**config.mk**
```make
export PLATFORM = sky130hd
export DESIGN_NAME = sseg_scanner
export DESIGN_NICKNAME = d
export VERILOG_FILES = /design/src/rtl/sseg_pkg.sv /design/src/rtl/sseg_slot_counter.sv /design/src/rtl/sseg_scanner.sv
export SDC_FILE = /design/constraint.sdc
export NUM_CORES = 1
export LEC_CHECK = 0
export ABC_AREA = 0
export CAP_MARGIN = 10
export CORE_MARGIN = 3
export CORE_UTILIZATION = 56
export CTS_BUF_LIST = sky130_fd_sc_hd__clkbuf_2
export CTS_CLUSTER_DIAMETER = 30
export DETAILED_ROUTE_END_ITERATION = 16
export PLACE_DENSITY = 0.81
export SYNTH_ARGS = -nofsm -noshare
export SYNTH_HDL_FRONTEND = slang
export SYNTH_SLANG_ARGS = --single-unit
export TNS_END_PERCENT = 10
```
**constraint.sdc**
```tcl
create_clock -name clk -period 4 [get_ports clk]
set_clock_uncertainty 0.2 [all_clocks]
set_input_delay 0.8 -clock clk [delete_from_list [all_inputs] [get_ports clk]]
set_output_delay 0.8 -clock clk [all_outputs]
set_load 0.01 [all_outputs]
```
**src/rtl/sseg_pkg.sv**
```systemverilog
// Shared types and constants for the seven-segment scan path.
package sseg_pkg;

    typedef enum logic {
        BLANK = 1'b0,
        SHOW  = 1'b1
    } scan_state_t;

    localparam int   SSEG_CODE_W = 4;
    localparam logic SSEG_AN_OFF = 1'b1;

endpackage

```
**src/rtl/sseg_slot_counter.sv**
```systemverilog
// Digit-slot counter: counts 0..REFRESH_DIV-1 and flags the cycle before the wrap.
module sseg_slot_counter #(
    parameter int REFRESH_DIV = 50000
) (
    input  logic                           clk,
    input  logic                           rst_n,
    output logic [$clog2(REFRESH_DIV)-1:0] cnt,
    output logic                           slot_wrap
);

    localparam int CW = $clog2(REFRESH_DIV);
    localparam logic [CW-1:0] CNT_MAX = CW'(REFRESH_DIV - 1);

    // Compare-and-clear keeps the count exact for non-power-of-two dividers.
    assign slot_wrap = (cnt == CNT_MAX);

    // NOTE: sequential state uses <= so every flop samples pre-edge values.
    always_ff @(posedge clk or negedge rst_n) begin
        if (!rst_n)
            cnt <= '0;
        else if (slot_wrap)
            cnt <= '0;
        else
            cnt <= cnt + 1'b1;
    end

endmodule

```
**src/rtl/sseg_scanner.sv**
```systemverilog
// Seven-segment scan controller: per-frame snapshot of digit codes, one digit per
// slot, with a blanking interval at the start of each slot.
module sseg_scanner
    import sseg_pkg::*;
#(
    parameter int NUM_DIGITS   = 4,
    parameter int REFRESH_DIV  = 50000,
    parameter int BLANK_CYCLES = 500
) (
    input  logic                              clk,
    input  logic                              rst_n,
    input  logic [SSEG_CODE_W*NUM_DIGITS-1:0] digits,
    input  logic [NUM_DIGITS-1:0]             digit_en,
    input  logic [NUM_DIGITS-1:0]             dp_mask,
    output logic [SSEG_CODE_W-1:0]            Din,
    output logic [NUM_DIGITS-1:0]             an_n,
    output logic                              dp_n,
    output logic                              frame_tick
);

    localparam int CW = $clog2(REFRESH_DIV);
    localparam int IW = $clog2(NUM_DIGITS);
    localparam logic [IW-1:0] IDX_MAX   = IW'(NUM_DIGITS - 1);
    localparam logic [CW-1:0] BLANK_LIM = CW'(BLANK_CYCLES);

    logic [CW-1:0] cnt, cnt_nxt;
    logic          slot_wrap;
    logic [IW-1:0] idx, idx_nxt;
    logic          primed;
    logic          frame_wrap, snap_load;
    scan_state_t   state_nxt;

    logic [SSEG_CODE_W*NUM_DIGITS-1:0] snap_digits, snap_digits_nxt;
    logic [NUM_DIGITS-1:0]             snap_en, snap_en_nxt;
    logic [NUM_DIGITS-1:0]             snap_dp, snap_dp_nxt;
    logic [SSEG_CODE_W-1:0]            din_nxt;
    logic [NUM_DIGITS-1:0]             an_n_nxt;
    logic                              dp_n_nxt;

    sseg_slot_counter #(
        .REFRESH_DIV (REFRESH_DIV)
    ) u_slot_counter (
        .clk       (clk),
        .rst_n     (rst_n),
        .cnt       (cnt),
        .slot_wrap (slot_wrap)
    );

    assign frame_wrap = slot_wrap && (idx == IDX_MAX);
    assign snap_load  = !primed || frame_wrap;

    // Outputs are registered from next-state values so they line up with cnt/idx.
    generate
        if (BLANK_CYCLES == 0) begin : g_no_blank
            assign state_nxt = SHOW;
        end else begin : g_blank
            assign state_nxt = (cnt_nxt < BLANK_LIM) ? BLANK : SHOW;
        end
    endgenerate

    // NOTE: every always_comb output gets a default first, so no latch is inferred.
    always_comb begin
        cnt_nxt         = slot_wrap ? '0 : cnt + 1'b1;
        idx_nxt         = idx;
        if (slot_wrap)
            idx_nxt = (idx == IDX_MAX) ? '0 : idx + 1'b1;

        snap_digits_nxt = snap_load ? digits   : snap_digits;
        snap_en_nxt     = snap_load ? digit_en : snap_en;
        snap_dp_nxt     = snap_load ? dp_mask  : snap_dp;

        din_nxt  = snap_digits_nxt[int'(idx_nxt)*SSEG_CODE_W +: SSEG_CODE_W];
        an_n_nxt = {NUM_DIGITS{SSEG_AN_OFF}};
        dp_n_nxt = 1'b1;
        if (state_nxt == SHOW) begin
            if (snap_en_nxt[idx_nxt])
                an_n_nxt[idx_nxt] = ~SSEG_AN_OFF;
            dp_n_nxt = ~snap_dp_nxt[idx_nxt];
        end
    end

    always_ff @(posedge clk or negedge rst_n) begin
        if (!rst_n) begin
            idx         <= '0;
            primed      <= 1'b0;
            snap_digits <= '0;
            snap_en     <= '0;
            snap_dp     <= '0;
            Din         <= '0;
            an_n        <= {NUM_DIGITS{SSEG_AN_OFF}};
            dp_n        <= 1'b1;
            frame_tick  <= 1'b0;
        end else begin
            idx         <= idx_nxt;
            primed      <= 1'b1;
            snap_digits <= snap_digits_nxt;
            snap_en     <= snap_en_nxt;
            snap_dp     <= snap_dp_nxt;
            Din         <= din_nxt;
            an_n        <= an_n_nxt;
            dp_n        <= dp_n_nxt;
            frame_tick  <= snap_load;
        end
    end

endmodule

```
* Yosys cells after proc, flatten, opt, wreduce, memory -nomap -nowiden *
Cells that the tools add are included.

word-level totals
  output and inout bits = 10
  ROM bits = 0
  latch bits = 0
  memories kept = 0
  register bits after elaboration = 53
  bits in writable memories = 0

cells by class
  add/sub/neg operators = 2
  reduce and logical (&&, ||, !) cells = 4
  muxes and demuxes = 15
  shift operators = 1
  equality and inequality tests = 2
  bitwise gates (word level) = 2
  multiply operators = 0
  div/mod/pow operators = 0
  order comparisons = 3

operators with widths
  kind                                                                count
  two-way mux 16 bit                                                  2
  adder 16 x 1 -> 16 bit (second input constant)                      1
  == test 16 bit (second input constant)                              1
  less-than comparator 16 x 9 -> 1 bit (second input constant)        1
  two-way mux 4 bit                                                   4
  variable part select 16 x 5 -> 4 bit                                1
  binary-select mux 1 bit (select 2 bit)                              2
  two-way mux 1 bit                                                   4
  two-way mux 2 bit                                                   2
  inverter 4 bit                                                      1
  less-than comparator 2 x 3 -> 1 bit (second input constant)         1
  adder 2 x 1 -> 2 bit (second input constant)                        1
  demux 1 bit (select 2 bit)                                          1
  == test 2 bit (second input constant)                               1
  greater-or-equal comparator 2 x 1 -> 1 bit (second input constant)  1
  logical AND 1 bit                                                   2
  logical NOT 1 bit                                                   1
  logical OR 1 bit                                                    1
  inverter 1 bit                                                      1

* Depth between registers and ports, before layout *
  depth after elaboration = 10
  mapped depth = 9
  depth with buffers taken out = 7

* Modules after synthesis *
Synthesis repeated with hierarchy kept, for this count alone.

unflattened totals
  cell total of the unflattened synthesis = 177
  area total of the unflattened synthesis = 2321.0 um2

modules (own cells, without submodules)
  module             instances  cells each  area each (um2)  seq. area each (um2)
  sseg_scanner       1          110         1559.0           932.1
  sseg_slot_counter  1          67          762.0            400.4

* Worst setup path after synthesis *
OpenSTA, ideal clock, no wires.

  path type = reg2reg
  start = register u_slot_counter.cnt[4]
  end = register dp_n
  slack = 1180 ps
  data required time = 3706 ps
  arrival time = 2526 ps
  cell stages (with the launch flop) = 7
  clock period less this slack = 2820 ps
  cell sequence = dfrtp_1 buf_6 or4b_4 nor4_4 mux2i_2 nor3_1 or4_1

on the way
  word-level cells in the longest chain between the ends = 8
  elaborated cells between the ends (all ways) = 12
  classes of those cells = add/sub (1); order compare (1); eq/ne (1); mux (6); bitwise (1); reduce/logical (2)

ends and longest elaborated chain
  what                                                            line                     text
  start: declaration                                              sseg_slot_counter.sv:7   output logic [$clog2(REFRESH_DIV)-1:0] cnt,
  start signal: assignment                                        sseg_slot_counter.sv:24  cnt <= cnt + 1'b1;
  branches (longest 7 deep; another with adder 16 x 1 -> 16 bit)  -
  two-way mux 1 bit (*)                                           sseg_scanner.sv:75       if (state_nxt == SHOW) begin
  net dp_n_nxt                                                    sseg_scanner.sv:38       logic dp_n_nxt;
  end signal: assignment                                          sseg_scanner.sv:101      dp_n <= dp_n_nxt;
  end: declaration                                                sseg_scanner.sv:17       output logic dp_n,

Mark *: on every way through the listed nets, which the timed path passes. The select of a mux whose other input is x is not followed.

* Worst setup path in the final report *
  start = register u_slot_counter.cnt[8]
  end = register dp_n

The elaborated chain is that of the path after synthesis.

==> run metrics <==
cell breakdown of the critical path=or4b_4 > nor4_4 > mux2i_2 > nor3_1 > or4_1; CP Class=flop to flop; Synth Area in Compound Gates=0.06282; slew margin rel.=0.5629; Util after Layout=0.7121; WL per Instance=16.72 um; htree depth=2; Gate power share=0.110; FP Rows=23; layout cells sized above 1=0.2125; Fillers=292; final hold violations=0; r2r worst-path depth=5; number of library cell types mapped by synthesis=48; die width=72.41 um; Die ar.=0.005243 mm^2; Post-Syn Nets=226; Crit. End Element=flop; starting density of the core=0.6002; die height=72.41 um; P&R area growth vs syn=18.64%; final setup TNS=0 ps; Clk pwr share=0.246; Seq/Total Area, Yosys=0.5395; GRT Overall Usage=0.2052; Top delay family on crit path=simple AND/OR/NAND/NOR gates; I/O Pins=36; Post-DRT Antenna Nets=0; worst r2r dst=dp_n; Critical Path RT=4210 ps; Worst R2R Setup Slack=860 ps; total routed wirelength=4.848 mm; final HPWL from detailed placement=3.480 mm; pin count of the biggest net entering global routing=54; Core Region=0.004115 mm^2; Post-Synth Simple-Gate Area=0.1586; Least-Margin Pin Slew=642.9 ps; Max Freq=318.8 MHz; latest clock arrival within the worst-skew pair=450 ps; P_sw=220.5 uW; R2R Path Start=u_slot_counter.cnt[8]; non-filler cells in the finished layout=290; number of vias per cell=6.014; TritonCTS clock tree=yes; IO buf count=35; Worst Path Max Fanout=8; vias in the first global route=1771; critical path's slowest cell=mux2i_2; number of diodes=0; Min-Delay Path Depth=1; Post-synth ARST share=1.000; FF+latch count, synth=53; Peak VDD IR=0.2561 mV; Placed Cells=280; LEAKAGE=0.001305 uW; RD Place Congestion=0.9257; Sw Share=0.2476; sequential power share=0.644; CP Depth=5; Power Internal=670.1 uW; min-delay worst type=flop to flop; post-route DRC violation count=0; Top FF cell, synth=dfrtp_1; mux share of post-synthesis cell area=0.1636; Buf/Inv on CP=0; crit path from=u_slot_counter.cnt[8]; vias=1744; number of max-cap violations=0; Synth area leaders=dfrtp_1 (49%), mux2_2 (11%), dfstp_2 (5.3%); Synth top area share=0.4863; Mapped Cells=198; area leader, netlist=dfrtp_1; fin crit share=0.7842; Cell Pwr Density=303.9 mW/mm^2; Setup Fix Bufs, Post-CTS=0; Worst-path clk slew=270 ps; mapped cell area=0.002470 mm^2; hold path endpoint=u_slot_counter.cnt[0]; cts repair resizes=0; CTS Buffer Depth=2; Arrival @ worst endpoint=3350 ps; RSZ-0062 raised after global routing=no; Syn Area/Cell=12.47 um^2; first-pass GRT wire length=8.362 mm; adder-cell area share of the yosys netlist=0.01013; Final Critical Period=3137 ps; CTS root buf=clkbuf_2; largest family of logic cells by synthesized area=multiplexers; Synth Area in XOR/XNOR=0.04255; Post-synth EDFFs=0; synth warn=0; critical path's largest stage delay=640 ps; Total Nets Final=267; Max Slew Vio Count=0; status=finished clean; Hold Crit Start=u_slot_counter.cnt[0]; grt ovf=0; crit start category=flop; final setup vio count=0; clk sinks=53; TritonRoute pass-1 iters=4; CTS buffer count=5; 1st-iter DRT viols=146; initial antenna violation count=0
power by group through the flow:
stage | Combinational, uW | Sequential (uW) | Clock [uW]
after global routing | 108 | 577 | 248
after detailed placement | 96.8 | 583 | 0
after CTS | 97.3 | 574 | 225
after global placement | 92.3 | 582 | 0
after floorplan | 43.8 | 583 | 0
final | 97.7 | 574 | 219
worst register-to-register path, delay by kind of cell (launching register included):
kind	cells	cell delay, ps
AND/OR/NAND/NOR	4	1710
flip-flops	1	540
multiplexers	1	640
layout make-up:
class	count	area [um^2]	share of cell area
multi-input combinational	137	1085	0.3702
timing repair buffer	39	390.4	0.1332
sequential	53	1333	0.4547
clock inverter	3	22.52	0.007686
tap	50	62.56	0.02135
clock buffer	5	25.02	0.008540
inverter	3	12.51	0.004270
registers in the layout (all words and copies together), names as in the netlist, 2 cells and up:
| register | cells |
|---|---|
| Din | 4 |
| an_n | 4 |
| idx | 2 |
| snap_digits | 16 |
| snap_dp | 4 |
| snap_en | 4 |
| u_slot_counter.cnt | 16 |
how the worst max path moves through the flow:
stage	end	slack, ps
floorplan	dp_n	1180
global placement	dp_n	950
detailed placement	dp_n	840
CTS	dp_n	830
global route	dp_n	660
finish	dp_n	860
synth_stat cells, types with 2 or more instances:
cell type / count
a21oi_1: 2
and3_1: 2
buf_2: 2
buf_6: 2
dfrtp_1: 48
dfstp_2: 5
ha_1: 2
inv_1: 2
mux2_2: 24
mux2i_1: 12
nand2_1: 9
nand3_1: 7
nand4_1: 6
nand4bb_1: 2
nor2_1: 9
nor3_1: 7
nor4_1: 5
nor4b_1: 2
o21ai_0: 4
o21bai_1: 2
o31ai_1: 5
or2_2: 2
or3_1: 2
xnor2_1: 5
xor2_1: 7
per-layer routing:
layer	global-route usage	part of all wire	vias up
met4	0.06148	0.017	0
met2	0.3104	0.48	71
met5	0	0	-
met1	0.2900	0.43	849
met3	0.05817	0.074	9
li1	-	-	815
placed cells by master, fill, tap and decap left out, types with 6 or more instances in the layout:
cell type	n
nor3_1	7
mux2i_1	12
dfrtp_1	48
xor2_1	7
nor2_1	9
nand2_1	9
mux2_2	24
nand4_1	6
clkdlybuf4s50_1	34
nand3_1	7
metrics by stage:
step | total power [uW] | setup slack (ps) | hold slack, ps | instance area [um^2]
6_report | 890.5 | 863.2 | 332.4 | 2930
2_1_floorplan | 626.4 | 1180 | 265.8 | 2470
4_1_cts | 897.1 | 830.8 | 331.5 | 2900
3_3_place_gp | 673.9 | 947.2 | 280.2 | 2853
5_1_grt | 933.4 | 657.5 | 354.5 | 2930
3_5_place_dp | 680.0 | 840.2 | 286.5 | 2853
repair_timing:
item,CTS,global route
hold endpoints to repair,0,9
endpoints found under the setup margin,0,0
hold buffers,0,1
kinds of logic after synthesis:
kind of cell	after synthesis
AO/OA/AOI/OAI	22
XOR/XNOR	12
adder cells (fa/ha/maj)	2
buffers and inverters	8
flip-flops	53
multiplexers	37
other	1
AND/OR/NAND/NOR	63
Note: power is estimated with default switching activity, not from simulation.
